## src/rtl/tx_uart.sv

```systemverilog
// Drains a first-word-fall-through TX FIFO into 8N1/8N2 async frames (start, 8 data LSB first, stop), one pop per frame, all outputs registered.
// Optional parity stage between data and stop is compiled in by defining TX_UART_PARITY_EN.
module tx_uart #(
    parameter int CLKS_PER_BIT = 16,
    parameter int STOP_BITS    = 1,
    parameter int PARITY_ODD   = 0
) (
    input  logic       clk,
    input  logic       rst_n,
    input  logic [7:0] rdata,
    input  logic       rempty,
    output logic       rinc,
    output logic       tx,
    output logic       busy
);

`ifdef TX_UART_PARITY_EN
    typedef enum logic [2:0] {IDLE, START, DATA, PARITY, STOP} state_t;
`else
    typedef enum logic [2:0] {IDLE, START, DATA, STOP} state_t;
`endif

    localparam logic [15:0] BAUD_LAST = 16'(CLKS_PER_BIT - 1);
    localparam logic [2:0]  STOP_LAST = 3'(STOP_BITS - 1);

    generate
        if (CLKS_PER_BIT < 2 || CLKS_PER_BIT > 65535 || STOP_BITS < 1 || STOP_BITS > 2 ||
            PARITY_ODD < 0 || PARITY_ODD > 1) begin : g_bad_cfg
            $error("tx_uart: illegal parameter combination");
        end
    endgenerate

    state_t      state, state_nxt;
    logic [7:0]  shreg, shreg_nxt;
    logic [15:0] baud, baud_nxt;
    logic [2:0]  bitcnt, bitcnt_nxt;
    logic        tx_nxt, rinc_nxt, busy_nxt;
    logic        bit_end;
`ifdef TX_UART_PARITY_EN
    logic        par, par_nxt;
`endif

    always_ff @(posedge clk) begin
        if (!rst_n) begin
            state  <= IDLE;
            shreg  <= 8'h00;
            baud   <= 16'h0000;
            bitcnt <= 3'd0;
            tx     <= 1'b1;
            rinc   <= 1'b0;
            busy   <= 1'b0;
`ifdef TX_UART_PARITY_EN
            par    <= 1'b0;
`endif
        end else begin
            state  <= state_nxt;
            shreg  <= shreg_nxt;
            baud   <= baud_nxt;
            bitcnt <= bitcnt_nxt;
            tx     <= tx_nxt;
            rinc   <= rinc_nxt;
            busy   <= busy_nxt;
`ifdef TX_UART_PARITY_EN
            par    <= par_nxt;
`endif
        end
    end

    assign bit_end = (baud == BAUD_LAST);

    always_comb begin
        state_nxt  = state;
        shreg_nxt  = shreg;
        baud_nxt   = bit_end ? 16'h0000 : baud + 16'h0001;
        bitcnt_nxt = bitcnt;
        tx_nxt     = tx;
        rinc_nxt   = 1'b0;
        busy_nxt   = busy;
`ifdef TX_UART_PARITY_EN
        par_nxt    = par;
`endif
        case (state)
            IDLE: begin
                baud_nxt   = 16'h0000;
                bitcnt_nxt = 3'd0;
                tx_nxt     = 1'b1;
                busy_nxt   = 1'b0;
                // The pop edge itself drives the start bit, so tx drops one cycle after the FIFO is seen non-empty.
                if (!rempty) begin
                    shreg_nxt = rdata;
                    rinc_nxt  = 1'b1;
                    tx_nxt    = 1'b0;
                    busy_nxt  = 1'b1;
                    state_nxt = START;
`ifdef TX_UART_PARITY_EN
                    par_nxt   = (^rdata) ^ PARITY_ODD[0];
`endif
                end
            end
            START: begin
                if (bit_end) begin
                    state_nxt = DATA;
                    tx_nxt    = shreg[0];
                end
            end
            DATA: begin
                if (bit_end) begin
                    shreg_nxt = shreg >> 1;
                    if (bitcnt == 3'd7) begin
                        bitcnt_nxt = 3'd0;
`ifdef TX_UART_PARITY_EN
                        state_nxt  = PARITY;
                        tx_nxt     = par;
`else
                        state_nxt  = STOP;
                        tx_nxt     = 1'b1;
`endif
                    end else begin
                        bitcnt_nxt = bitcnt + 3'd1;
                        tx_nxt     = shreg[1];
                    end
                end
            end
`ifdef TX_UART_PARITY_EN
            PARITY: begin
                if (bit_end) begin
                    state_nxt = STOP;
                    tx_nxt    = 1'b1;
                end
            end
`endif
            STOP: begin
                // bitcnt is reused to count stop bits.
                if (bit_end) begin
                    if (bitcnt == STOP_LAST) begin
                        state_nxt  = IDLE;
                        busy_nxt   = 1'b0;
                        bitcnt_nxt = 3'd0;
                    end else begin
                        bitcnt_nxt = bitcnt + 3'd1;
                    end
                end
            end
            default: begin
                state_nxt = IDLE;
                tx_nxt    = 1'b1;
                busy_nxt  = 1'b0;
            end
        endcase
    end

endmodule

```

## config.mk

```make
export PLATFORM = sky130hd
export DESIGN_NAME = tx_uart
export DESIGN_NICKNAME = d
export VERILOG_FILES = /design/src/rtl/tx_uart.sv
export SDC_FILE = /design/constraint.sdc
export NUM_CORES = 1
export LEC_CHECK = 0
export BUFFER_PORTS_ARGS = -buffer_cell sky130_fd_sc_hd__buf_2
export CAP_MARGIN = 0
export CORE_MARGIN = 4
export CORE_UTILIZATION = 35
export DETAILED_ROUTE_END_ITERATION = 10
export GPL_ROUTABILITY_DRIVEN = 0
export PLACE_DENSITY = 0.63
export SETUP_SLACK_MARGIN = 0.05
export SYNTH_ARGS = -nofsm -noshare
export SYNTH_HDL_FRONTEND = slang
export SYNTH_SLANG_ARGS = --single-unit
```

## constraint.sdc

```tcl
create_clock -name clk -period 1.9 [get_ports clk]
set_clock_uncertainty 0.1 [all_clocks]
set_input_delay 0.19 -clock clk [delete_from_list [all_inputs] [get_ports clk]]
set_output_delay 0.19 -clock clk [all_outputs]
set_load 0.05 [all_outputs]
```

### Word-level counts from Yosys, hierarchy flattened

Index checks and enable logic that the tools add are counted.

| storage, ports and cells | value |
|---|---|
| bits in registers | 33 |

| operators by class | value |
|---|---|
| $add $sub $neg | 2 |
| eq/ne operators | 11 |
| mux-type cells | 24 |
| bitwise operators | 3 |
| reduce and logical (&&, ||, !) cells | 12 |

Operators with widths:

| cell | number |
|---|---|
| two-way mux 3 bit | 10 |
| adder 16 x 1 -> 16 bit (second input constant) | 1 |
| equality test 16 x 4 -> 1 bit (second input constant) | 1 |
| two-way mux 8 bit | 2 |
| one-hot mux 8 bit (2 select lines) | 1 |
| != test 2 bit (second input constant) | 6 |
| one-hot mux 3 bit (4 select lines) | 1 |
| AND reduction 3 bit | 4 |
| one-hot mux 3 bit (3 select lines) | 1 |
| two-way mux 1 bit | 7 |
| equality test 3 x 2 -> 1 bit (second input constant) | 2 |
| zero test 3 bit | 2 |
| AND reduction 6 bit | 1 |
| one-hot mux 1 bit (4 select lines) | 1 |
| adder 3 x 1 -> 3 bit (second input constant) | 1 |
| equality test 3 x 1 -> 1 bit (second input constant) | 1 |
| equality test 3 bit (second input constant) | 1 |
| inverter 1 bit | 3 |
| one-hot mux 1 bit (3 select lines) | 1 |
| nonzero test 3 bit | 1 |
| OR reduction 3 bit | 1 |
| AND reduction 2 bit | 1 |
| nonzero test 2 bit | 1 |
| OR reduction 2 bit | 1 |

### Longest topological paths before layout

| depth | value |
|---|---|
| word-level depth | 4 |
| depth in mapped cells | 8 |
| gate-level depth less buffers | 6 |

### Least setup slack after synthesis

Ideal clock, no wire load.

| timing path | value |
|---|---|
| kind | reg-to-reg |
| from | reg state[0] |
| to | reg state[0] |
| library setup time | 0.116 ns |
| data arrival time | 1.582 ns |
| setup slack | 0.102 ns |
| cell stages (with the launch flop) | 7 |
| path buffers | 1 |
| clock period less this slack | 1.798 ns |
| cells stage by stage | dfxtp_1 -> inv_1 -> ha_1 -> clkbuf_1 -> a22o_1 -> a2111o_1 -> o211a_1 |

| between the ends | value |
|---|---|
| longest elaborated chain between the ends | 3 |
| elaborated cells between the ends (all ways) | 12 |
| those cells by class | eq/ne: 9; mux: 1; reduce/logical: 2 |

Ends and longest elaborated chain:

| item | RTL line | text |
|---|---|---|
| from (decl) | 33 | `state_t state, state_nxt;` |
| from (signal assigned) | 56 | `state <= state_nxt;` |
| equality test 3 x 2 -> 1 bit (tied with other cells) | 82 | `case (state)` |
| != test 2 bit (no line) | n/a |  |
| AND reduction 6 bit (no line) | n/a |  |

Several ways; a longest one is shown, not always the timed one.
A chain may end at the register's enable or synchronous reset.

### Final worst setup path

Ends and elaborated chain as after synthesis.

==> insert_results.sql <==
INSERT INTO impl_metrics (metric_group, metric, value, unit) VALUES
('grt', 'first_global_vias', '1241', ''),
('placement', 'buffer_ports.inserted', '13', ''),
('clock_network', 'clock-sinks', '32', ''),
('route', 'routed-via-count', '1348', ''),
('logic_synthesis', 'seq_total_area_yosys', '39.4', '%'),
('die', 'core_area', '4410', 'µm²'),
('logic_synthesis', 'synth-seq-cells', '32', ''),
('cells_and_area', 'layout-area-overhead-vs-synth', '18.7', '%'),
('route', 'met2_length', '1440', 'µm'),
('worst_setup_path', 'worstReg2RegEnd', 'state[0]$_SDFFE_PN0P_', ''),
('worst_setup_path', 'crit_path_max_incr_delay', '0.42', 'ns'),
('logic_synthesis', 'yosys-top-cells-area', 'sky130_fd_sc_hd__dfxtp_1 (39%), sky130_fd_sc_hd__ha_1 (6.9%), sky130_fd_sc_hd__nand2_1 (5.8%), sky130_fd_sc_hd__xor2_1 (4.8%), sky130_fd_sc_hd__mux2i_1 (4.3%)', ''),
('route', 'remaining_drc_errors', '0', ''),
('logic_synthesis', 'synth_enable_flop_cells', '0', ''),
('grt', 'globalRouteOverflowTotal', '0', ''),
('sta', 'max_slew_margin_vs_limit', '80.2', '%'),
('clock_network', 'clock_h_tree_levels', '2', ''),
('clock_network', 'clkTransAtPathRegs', '0.07', 'ns'),
('power', 'irDropWorstVdd', '0.821', 'mV'),
('worst_hold_path', 'hold_path_end', 'shreg[6]$_SDFFE_PN0P_', ''),
('worst_setup_path', 'cpLargestDelayFamily', 'compound AO/OA/AOI/OAI gates', ''),
('status', 'run_status', 'complete, no violations', ''),
('route', 'met3_wl', '76', 'µm'),
('route', 'topRoutingLayerUsed', 'met4', ''),
('cells_and_area', 'layout.nets', '230', ''),
('die', 'starting_density', '36.9', '%'),
('die', 'die-height', '76.2', 'µm'),
('logic_synthesis', 'async_flop_share', '0', '%'),
('worst_setup_path', 'regToRegStartpoint', 'state[0]$_SDFFE_PN0P_', ''),
('worst_setup_path', 'worst-setup-path-type', 'register to register', ''),
('route', 'detail_route.vias_per_cell', '5.13', ''),
('power', 'total_power', '2.33', 'mW'),
('logic_synthesis', 'synth_top_cell_by_area', 'sky130_fd_sc_hd__dfxtp_1', ''),
('logic_synthesis', 'post_synth_instance_area', '1630', 'µm²'),
('sta', 'rsz0062_at_grt', 'false', ''),
('die', 'row_count', '24', ''),
('worst_setup_path', 'worst-r2r-setup-slack', '0.13', 'ns'),
('job', 'number_of_maximum_capacitance_constraint_violations', '0', ''),
('power', 'net_switching', '0.784', 'mW'),
('worst_setup_path', 'crit_path_cell_trace', 'inv_1 > ha_2 > or3_1 > a2111o_1 > o211a_1', ''),
('sta', 'timing.final.hold_violations', '0', ''),
('logic_synthesis', 'synth-simple-area-share', '26.2', '%'),
('worst_setup_path', 'timing.critical_path.buf_inv', '1', ''),
('logic_synthesis', 'synth_adder_area_share', '6.92', '%'),
('logic_synthesis', 'post_synth_top_cells', 'sky130_fd_sc_hd__dfxtp_1 (32), sky130_fd_sc_hd__nand2_1 (25), sky130_fd_sc_hd__nor2_1 (15), sky130_fd_sc_hd__nand4_1 (11), sky130_fd_sc_hd__inv_1 (10)', ''),
('worst_setup_path', 'critical_path.endpoint_type', 'register', ''),
('die', 'io-pin-count', '14', ''),
('grt', 'grt_max_degree', '21', ''),
('die', 'die-area', '5810', 'µm²'),
('logic_synthesis', 'synthMostInstantiatedCell', 'sky130_fd_sc_hd__dfxtp_1', ''),
('clock_network', 'root_buffer_cell', 'sky130_fd_sc_hd__clkbuf_8', ''),
('grt', 'number_of_antenna_violations_at_the_first_check_in_global_routing', '0', ''),
('logic_synthesis', 'yosysWarningCount', '0', ''),
('worst_setup_path', 'crit_slowest_cell', 'sky130_fd_sc_hd__a2111o_1', ''),
('route', 'm1WireLength', '1530', 'µm'),
('logic_synthesis', 'avgSynthCellArea', '8.85', 'µm²'),
('die', 'floorplan.die.width', '76.2', 'µm'),
('route', 'drt_wl_total', '3140', 'µm'),
('power', 'intPower', '1.54', 'mW'),
('route', 'dr.pass1.iters', '4', ''),
('logic_synthesis', 'post-synth-top-area-fraction', '39.4', '%'),
('worst_hold_path', 'min_path_cells', '3', ''),
('worst_setup_path', 'crit_fanout', '5', ''),
('clock_network', 'cts_inserted_buffers', '5', ''),
('route', 'avg_wl_per_cell', '11.9', 'µm'),
('sta', 'post_layout_min_period', '1.77', 'ns'),
('power', 'power.sequential.fraction', '36.9', '%'),
('worst_setup_path', 'worstRegToRegCells', '5', ''),
('route', 'drt_first_iter_violations', '91', ''),
('logic_synthesis', 'muxShareOfSynthArea', '4.30', '%'),
('sta', 'slew_viol_final', '0', '');
worst min-delay path, delay by kind of cell:
kind	cells	cell delay (ns)
and+or+nand+nor	1	0.04
AOI/OAI and AO/OA	1	0.06
buffers and inverters	1	0.07
cells by family after synthesis:
group | Yosys count
AO/OA/AOI/OAI | 25
XOR/XNOR | 11
adder cells (fa/ha/maj) | 9
buffers and inverters | 20
flip-flops | 32
multiplexers | 7
AND/OR/NAND/NOR | 80
worst max path at each step:
stage | startpoint | to | slack (ns) | cells past startpoint
after floorplan | state[0]$_SDFFE_PN0P_ | state[0]$_SDFFE_PN0P_ | 0.10 | 6
after global placement | state[0]$_SDFFE_PN0P_ | state[0]$_SDFFE_PN0P_ | 0.06 | 5
after detailed placement | state[0]$_SDFFE_PN0P_ | state[0]$_SDFFE_PN0P_ | -0.008 | 5
after CTS | state[1]$_SDFFE_PN0P_ | state[0]$_SDFFE_PN0P_ | 0.06 | 5
after global routing | baud[14]$_SDFF_PP0_ | busy$_SDFFE_PN0P_ | 0.05 | 5
final | state[0]$_SDFFE_PN0P_ | state[0]$_SDFFE_PN0P_ | 0.13 | 5
metrics by stage:
stage / setup WS, ns / TNS (ns) / instance area [µm²] / util (%)
after floorplan: 0.102 / 0 / 1630 / -
after global placement: 0.0628 / 0 / 1810 / 41.0
after detailed placement: -0.00788 / -0.00788 / 1810 / 41.0
after CTS: 0.0615 / 0 / 1920 / 43.5
after global routing: 0.0454 / 0 / 1930 / 43.8
final: 0.128 / 0 / 1930 / 43.8
registers in the layout, summed over array words and instances (netlist names):
name and count:
busy 1, state 2, tx 1, baud 16, shreg 8, bitcnt 3
rinc 1
layer usage:
| layer | global-route usage (%) | vias up |
|---|---|---|
| met5 | 0 | - |
| met4 | 7.17 | 0 |
| met3 | 2.48 | 6 |
| met2 | 17.5 | 17 |
| met1 | 14.7 | 628 |
| li1 | - | 697 |
power groups by stage:
stage	Sequential (mW)	Combinational [mW]	Clock, mW
3_3_place_gp	0.865	0.826	0
2_1_floorplan	0.929	0.522	0
4_1_cts	0.855	0.837	0.651
3_5_place_dp	0.867	0.830	0
5_1_grt	0.879	0.915	0.677
6_report	0.858	0.831	0.637
final cells by class:
class                   instances  area, µm²
fillers                       428       2480
multi-input cells             132        891
flip-flops and latches         32        646
repair buffers                 29        185
clock buffers                   6       72.6
well taps                      52       65.1
inverters                      10       37.5
clock inverters                 2       35.0
placed cells by master (no fill, tap or decap), types with 2 or more instances in the layout:
cell type,count
sky130_fd_sc_hd__o21ai_0,4
sky130_fd_sc_hd__nand3_1,8
sky130_fd_sc_hd__or3_1,4
sky130_fd_sc_hd__a21oi_1,5
sky130_fd_sc_hd__clkbuf_8,5
sky130_fd_sc_hd__xor2_1,9
sky130_fd_sc_hd__o211ai_1,8
sky130_fd_sc_hd__nand2_1,25
sky130_fd_sc_hd__nand4_1,11
sky130_fd_sc_hd__nor4_2,3
sky130_fd_sc_hd__and3_1,4
sky130_fd_sc_hd__xnor2_1,2
sky130_fd_sc_hd__and4_1,3
sky130_fd_sc_hd__inv_1,10
sky130_fd_sc_hd__buf_4,16
sky130_fd_sc_hd__ha_1,8
sky130_fd_sc_hd__nor2_1,15
sky130_fd_sc_hd__mux2i_1,7
sky130_fd_sc_hd__dfxtp_1,30
sky130_fd_sc_hd__buf_2,13
timing repair:
action / CTS / global route
endpoints found under the hold margin: 0 / 0
setup buffers: 0 / 1
endpoints found under the setup margin: 2 / 10
resized for setup: 2 / 2
hold buffers: 0 / 0
pin swaps: 0 / 1
No activity file was read; power rests on OpenSTA's default activity.
